<file path="config.mk">
export PLATFORM = sky130hd
export DESIGN_NAME = dipsw_debounce_dev
export DESIGN_NICKNAME = d
export VERILOG_FILES = /design/src/rtl/dipsw_debounce_dev_pkg.sv /design/src/rtl/dsw_filter_bit.sv /design/src/rtl/dipsw_debounce_dev.sv
export SDC_FILE = /design/constraint.sdc
export NUM_CORES = 1
export LEC_CHECK = 0
export CORE_MARGIN = 1.5
export CORE_UTILIZATION = 40
export CTS_BUF_LIST = sky130_fd_sc_hd__clkbuf_8
export CTS_CLUSTER_DIAMETER = 50
export CTS_CLUSTER_SIZE = 30
export DETAILED_ROUTE_END_ITERATION = 8
export MAX_ROUTING_LAYER = met4
export SKIP_LAST_GASP = 1
export SLEW_MARGIN = 0
export SYNTH_ARGS = -nofsm -noshare
export SYNTH_HDL_FRONTEND = slang
export SYNTH_SLANG_ARGS = --single-unit
</file>
<file path="constraint.sdc">
create_clock -name sys_clk -period 3.1 [get_ports sys_clk]
set_clock_uncertainty 0.15 [all_clocks]
set_input_delay 0.62 -clock sys_clk [delete_from_list [all_inputs] [get_ports sys_clk]]
set_output_delay 0.62 -clock sys_clk [all_outputs]
set_load 0.01 [all_outputs]
</file>
<file path="src/rtl/dipsw_debounce_dev_pkg.sv">
// Shared register map and CTRL layout for the DIP-switch bridge device.
package dipsw_debounce_dev_pkg;

    localparam logic [1:0] DSW_DATA = 2'd0;
    localparam logic [1:0] DSW_CHG  = 2'd1;
    localparam logic [1:0] DSW_MASK = 2'd2;
    localparam logic [1:0] DSW_CTRL = 2'd3;

    localparam int unsigned DSW_CTRL_DB_EN  = 0;
    localparam int unsigned DSW_CTRL_IRQ_EN = 1;

    typedef struct packed {
        logic irq_en;
        logic db_en;
    } dsw_ctrl_t;

    function automatic logic [31:0] be_to_mask(input logic [3:0] be);
        return {{8{be[3]}}, {8{be[2]}}, {8{be[1]}}, {8{be[0]}}};
    endfunction

endpackage

</file>
<file path="src/rtl/dsw_filter_bit.sv">
// One switch input: two-FF synchroniser, tick-sampled history and the accepted level.
module dsw_filter_bit #(
    parameter int unsigned STABLE_CNT = 4
) (
    input  logic sys_clk,
    input  logic RST,
    input  logic i_pin,
    input  logic i_tick,
    input  logic i_db_en,
    output logic o_level,
    output logic o_toggle
);

    logic [1:0]            r_sync;
    logic [STABLE_CNT-1:0] r_hist;
    logic                  r_level;
    logic [STABLE_CNT-1:0] w_hist_nxt;
    logic                  w_level_nxt;

    assign w_hist_nxt = {r_hist[STABLE_CNT-2:0], r_sync[1]};

    // The history keeps shifting in bypass so re-enabling the filter starts from real samples.
    always_comb begin
        w_level_nxt = r_level;
        if (!i_db_en) begin
            w_level_nxt = r_sync[1];
        end else if (i_tick) begin
            if (&w_hist_nxt) begin
                w_level_nxt = 1'b1;
            end else if (~|w_hist_nxt) begin
                w_level_nxt = 1'b0;
            end
        end
    end

    always_ff @(posedge sys_clk or negedge RST) begin
        if (!RST) begin
            r_sync  <= '0;
            r_hist  <= '0;
            r_level <= 1'b0;
        end else begin
            r_sync  <= {r_sync[0], i_pin};
            if (i_tick) begin
                r_hist <= w_hist_nxt;
            end
            r_level <= w_level_nxt;
        end
    end

    assign o_level  = r_level;
    assign o_toggle = w_level_nxt ^ r_level;

endmodule

</file>
<file path="src/rtl/dipsw_debounce_dev.sv">
// DIP-switch bridge device: debounced levels, sticky change flags, masked level IRQ.
module dipsw_debounce_dev
    import dipsw_debounce_dev_pkg::*;
#(
    parameter int unsigned WIDTH      = 32,
    parameter int unsigned TICK_DIV   = 50000,
    parameter int unsigned STABLE_CNT = 4
) (
    input  logic             sys_clk,
    input  logic             RST,
    input  logic [WIDTH-1:0] dipsw,
    input  logic [1:0]       addr,
    input  logic             we,
    input  logic [31:0]      wd,
    input  logic [3:0]       be,
    output logic [31:0]      rd,
    output logic             irq
);

    localparam int unsigned PRESC_W = $clog2(TICK_DIV);

    logic [PRESC_W-1:0] r_presc;
    logic [WIDTH-1:0]   r_chg;
    logic [WIDTH-1:0]   r_mask;
    dsw_ctrl_t          r_ctrl;

    logic               w_tick;
    logic [WIDTH-1:0]   w_level;
    logic [WIDTH-1:0]   w_toggle;
    logic [31:0]        w_be_mask;
    logic [WIDTH-1:0]   w_wmask;
    logic               w_wr_chg;
    logic               w_wr_mask;
    logic               w_wr_ctrl;
    logic [WIDTH-1:0]   w_chg_clr;

    assign w_tick = (r_presc == PRESC_W'(TICK_DIV - 1));

    always_ff @(posedge sys_clk or negedge RST) begin
        if (!RST) begin
            r_presc <= '0;
        end else if (w_tick) begin
            r_presc <= '0;
        end else begin
            r_presc <= r_presc + PRESC_W'(1);
        end
    end

    for (genvar gi = 0; gi < WIDTH; gi++) begin : g_bit
        dsw_filter_bit #(
            .STABLE_CNT(STABLE_CNT)
        ) u_filter (
            .sys_clk (sys_clk),
            .RST     (RST),
            .i_pin   (dipsw[gi]),
            .i_tick  (w_tick),
            .i_db_en (r_ctrl.db_en),
            .o_level (w_level[gi]),
            .o_toggle(w_toggle[gi])
        );
    end

    assign w_be_mask = be_to_mask(be);
    assign w_wmask   = w_be_mask[WIDTH-1:0];
    assign w_wr_chg  = we && (addr == DSW_CHG);
    assign w_wr_mask = we && (addr == DSW_MASK);
    assign w_wr_ctrl = we && (addr == DSW_CTRL);
    assign w_chg_clr = w_wr_chg ? (wd[WIDTH-1:0] & w_wmask) : '0;

    // Clear is applied before set so a toggle in the same cycle as a W1C survives.
    always_ff @(posedge sys_clk or negedge RST) begin
        if (!RST) begin
            r_chg  <= '0;
            r_mask <= '0;
            r_ctrl <= '{irq_en: 1'b0, db_en: 1'b1};
        end else begin
            r_chg <= (r_chg & ~w_chg_clr) | w_toggle;
            if (w_wr_mask) begin
                r_mask <= (r_mask & ~w_wmask) | (wd[WIDTH-1:0] & w_wmask);
            end
            if (w_wr_ctrl && be[0]) begin
                r_ctrl <= '{irq_en: wd[DSW_CTRL_IRQ_EN], db_en: wd[DSW_CTRL_DB_EN]};
            end
        end
    end

    always_comb begin
        rd = '0;
        unique case (addr)
            DSW_DATA: rd = 32'(w_level);
            DSW_CHG:  rd = 32'(r_chg);
            DSW_MASK: rd = 32'(r_mask);
            DSW_CTRL: begin
                rd[DSW_CTRL_DB_EN]  = r_ctrl.db_en;
                rd[DSW_CTRL_IRQ_EN] = r_ctrl.irq_en;
            end
            default: rd = '0;
        endcase
    end

    assign irq = r_ctrl.irq_en & (|(r_chg & r_mask));

endmodule
</file>
# ---- Word-level counts from Yosys, hierarchy flattened
# Index checks and enable logic that the tools add are counted.
dict set report classes {
  addsub 1
  eq_ne 4
  n_mux 132
  n_bitwise 41
  n_reduce_logical 70
}
# op count
set op_table {}
lappend op_table {{bitwise AND 32 bit} 4}
lappend op_table {{two-way mux 1 bit} 128}
lappend op_table {{AND reduction 4 bit} 32}
lappend op_table {{OR reduction 4 bit} 32}
lappend op_table {{one-hot mux 30 bit (3 select lines)} 1}
lappend op_table {{inverter 32 bit} 2}
lappend op_table {{bitwise OR 32 bit} 2}
lappend op_table {{two-way mux 32 bit} 1}
lappend op_table {{OR reduction 32 bit} 1}
lappend op_table {{bitwise XOR 1 bit} 32}
lappend op_table {{adder 16 x 1 -> 16 bit (second input constant)} 1}
lappend op_table {{== test 16 bit (second input constant)} 1}
lappend op_table {{two-way mux 16 bit} 1}
lappend op_table {{one-hot mux 2 bit (4 select lines)} 1}
lappend op_table {{== test 2 bit (second input constant)} 2}
lappend op_table {{logical AND 1 bit} 4}
lappend op_table {{== test 2 x 1 -> 1 bit (second input constant)} 1}
lappend op_table {{logical NOT 2 bit} 1}
lappend op_table {{bitwise AND 1 bit} 1}
dict set report totals {
  ff_bits 274
  inputBits 73
  elab_cells 349
}

# ---- Longest topological paths before layout
dict set report depth {
  ltp_word 7
  ltp_mapped 9
  mapped_depth_nobuf 5
}

# ---- By module
# From an unflattened synthesis, not the netlist that was laid out.
dict set report unflattened {
  hier_cells 856
  hier_area_um2 11542.3
}
# module instances cells_per_inst area_per_inst_um2 seq_area_each_um2
set modules_own_cells {}
lappend modules_own_cells {dsw_filter_bit 32 15 234.0 150.1}
lappend modules_own_cells {dipsw_debounce_dev 1 376 4055.1 2053.2}

# ---- Least setup slack after synthesis
# Ideal clock, no wire load.
dict set report synth_timing {
  kind {input to output}
  startpoint {input addr[0]}
  endpoint {output rd[10]}
  arrival_time_ps 1800
  required_ps 2330
  path_slack_ps 530
  path_stages 4
  path_buffers 2
  cell_sequence {clkbuf_1 > buf_1 > mux2i_1 > o21ai_0}
}
dict set report synth_between {
  elab_chain_len 2
  word_cells_on_any_way 4
  cone_classes {eq/ne (2); mux (1); reduce/logical (1)}
}
# element line_no
set synth_lines {}
lappend synth_lines {{start: declaration} dipsw_debounce_dev.sv:12} ;# input logic [1:0] addr,
lappend synth_lines {{== test 2 bit (tied with other cells)} dipsw_debounce_dev.sv:89} ;# unique case (addr)
lappend synth_lines {{one-hot mux 30 bit (3 select lines) (*)} dipsw_debounce_dev.sv:89}
lappend synth_lines {{end: declaration} dipsw_debounce_dev.sv:16} ;# output logic [31:0] rd,
# Mark *: on every way between the ends. The rest lies on a longest branch, timed or not.

# ---- Worst setup path in the final report
dict set report layout_timing {
  startpoint {input addr[1]}
  endpoint {output rd[28]}
}
# Same word-level chain as after synthesis.

==> impl_metrics.tcl <==
set metrics [dict create \
    status "finished, violations left" \
    violations "negative setup slack" \
    p_total_mw 8.32 \
    wl_um 31200 \
    finalMaxSlewViolations 0 \
    syn_inst 1347 \
    fin_nets 1521 \
    syn-num-nets 1421 \
    p_sw_mw 2.56 \
    fmax_ghz 0.323 \
    hp-class "register to register" \
    ys_seq_area_share_pct 55.1 \
    synth_edf_count 0 \
    netlist_area_sq_um 12500 \
    antenna_found_initial 0 \
    clkLatencyLatePin_ns 0.60 \
    first_pass_iters 6 \
    grt_pass1_vias 9097 \
    synth_ff_type "dfrtp_1" \
    synth_cell_types 38 \
    cts_tree "yes" \
    ant_nets 0 \
    rsz0062_at_grt "yes" \
    cp.required_ns 2.33 \
    ys_warn_count 0 \
    dieArea_sq_um 32200 \
    diodes 0 \
    stdcell_area_sq_um 14800 \
    crit_fanout 17 \
    synth-seq-cells 274 \
    setup_viol 1 \
    cts-htree-levels 1 \
    fill_cells 2830 \
    layout_min_cycle_time_ns 3.10 \
    root_buffer "clkbuf_8" \
    multi_input_area_sq_um 5360 \
    viasPerCell 5.31 \
    cp-end-kind "output port" \
    grt_usage_pct 19.7 \
    grt.overflow.total 0 \
    place_area_sq_um 14000 \
    die_w_um 179 \
    p_int_mw 5.75 \
    setup_slack_ns -0.000503 \
    ios 106 \
    hpwl_um 21300 \
    p_leak_nw 6.96 \
    synth_top_area_share_pct 54.8 \
    num_vias 9921 \
    rows 64 \
    synth.most_common_cell "nand2_1" \
    place_congestion 0.851 \
    start_kind "primary input" \
    async_flop_share_pct 100 \
    timing.final.crit_share_pct 100 \
    drv_cap 0 \
    wl_per_cell_um 16.7 \
    synthToLayoutAreaGrowth_pct 19.2 \
    path_clk_slew_ns 0.08 \
    worstPathArrival_ns 2.33 \
    die_y_um 179 \
    cts.sinks 274 \
    cts_buffer_depth 3 \
    maxSlewHeadroom_pct 59.5 \
    core_sq_um 30600 \
    powerDensity_nw_per_um2 560 \
    post-route-drc-count 0 \
    ir_drop_mv 0.307 \
    seq_area_sq_um 6860 \
    crit_type "primary input to output port" \
    synth_top_cell_by_area "dfrtp_1" \
    power_switching_share_pct 30.8 \
    comb_power_share_pct 16.0 \
    post-route-util_pct 48.5 \
    hold_ws_ns 0.199 \
    drive_gt1_share_pct 9.24 \
    grt_first_pass_wirelength_um 50100 \
    power_frac_seq_pct 51.9 \
    syn_area_per_cell_sq_um 9.25 \
    synthTopCellsByArea "dfrtp_1, nand2_1, a21oi_1" \
    pre_cts_ws_ns 0.00641 \
    grt_max_degree 86 \
    start_util_pct 40.7 \
    hold_viol_final 0 \
    p_clk_share_pct 32.1 \
    tightest_slew_ns 0.608 \
    port_buffers 105 \
    synth_commonest_cells "nand2_1, dfrtp_1, a21oi_1, or3_1, a31oi_1" \
    drt_iter0_drc 687 \
    cts_inserted_buffers 31 \
]
## per-stage QoR
step             TNS, ns  std cells
2_1_floorplan          0       1347
3_3_place_gp           0       1806
3_5_place_dp           0       1806
4_1_cts        -0.000922       1865
6_report       -0.000503       1868
5_1_grt           -0.116       1868
## placed cells by master, fill, tap and decap left out, types with 9 or more instances in the layout
master and instances:
inv_1 9, nand2b_1 26, a31oi_1 58, o211ai_1 12, nand2_1 421, buf_4 14, a22oi_1 9, mux2i_1 32
mux2_2 34, buf_12 9, xnor2_1 13, dlymetal6s2s_1 11, or3_1 84, o21ai_0 57, nand3_1 42, clkbuf_8 32
clkinvlp_4 9, a21oi_1 111, nor2_1 42, dfrtp_1 272, clkdlybuf4s50_1 91
## power by group through the flow
stage | combinational [mW] | clock (mW) | sequential, mW
5_1_grt | 1.49 | 2.90 | 4.36
3_5_place_dp | 1.33 | 0 | 4.37
3_3_place_gp | 1.30 | 0 | 4.37
6_report | 1.33 | 2.67 | 4.32
2_1_floorplan | 0.797 | 0 | 4.17
4_1_cts | 1.34 | 2.76 | 4.31
## worst paths after layout
| kind | cells after the start | slack [ns] | start | end |
|---|---|---|---|---|
| hold reg to reg | 0 | 0.20 | g_bit[16].u_filter.r_sync[0] | g_bit[16].u_filter.r_sync[1] |
| min in group asynchronous | 2 | 0.40 | RST | g_bit[5].u_filter.o_level |
| setup reg to reg | 5 | 0.45 | r_presc[11] | g_bit[6].u_filter.o_level |
| max in group asynchronous | 3 | 1.59 | RST | g_bit[28].u_filter.o_level |
| setup / recovery | 6 | -0.0005 | addr[1] | rd[28] |
| hold / removal | 0 | 0.20 | g_bit[16].u_filter.r_sync[0] | g_bit[16].u_filter.r_sync[1] |
## final cells by class
class / count / share of cell area [%]
Sequential cell: 274 / 46.2
Multi-Input combinational cell: 1001 / 36.1
Tap cell: 396 / 3.34
Timing Repair Buffer: 130 / 9.41
Clock inverter: 26 / 1.73
Inverter: 9 / 0.228
Clock buffer: 32 / 2.97
## critical path: stages
cell and delay, ns:
clkdlybuf4s50_1 0.51, nor2b_4 0.24, clkbuf_16 0.23, nand2_1 0.06, o21ai_0 0.08, clkdlybuf4s50_1 0.57
## per-layer routing
| layer | track usage, % | vias to the layer above | share of wire [%] |
|---|---|---|---|
| met3 | 3.10 | 43 | 5.1 |
| li1 | - | 4862 | - |
| met2 | 30.2 | 247 | 46 |
| met1 | 27.4 | 4769 | 47 |
| met5 | - | - | 0 |
| met4 | 4.73 | 0 | 2.3 |
## cells by family (layout without fill, tap and decap cells)
group	after synthesis	after routing	synth area share [%]
adders and majority gates	1	1	0.100
and+or+nand+nor	654	654	23.4
AOI/OAI and AO/OA	262	262	11.9
DFF	274	274	55.1
buffers and inverters	72	197	2.33
xor gates and xnor gates	16	16	1.13
muxes	68	68	6.01
## repair_timing
| item | CTS | global route |
|---|---|---|
| buffers inserted | 0 | 2 |
| hold buffers | 1 | 0 |
| endpoints found under the setup margin | 2 | 17 |
| endpoints found under the hold margin | 55 | 0 |
| gates cloned | 0 | 1 |
| pin swaps | 1 | 2 |
| gates resized for setup | 5 | 16 |
Note: power is estimated with default switching activity, not from simulation.
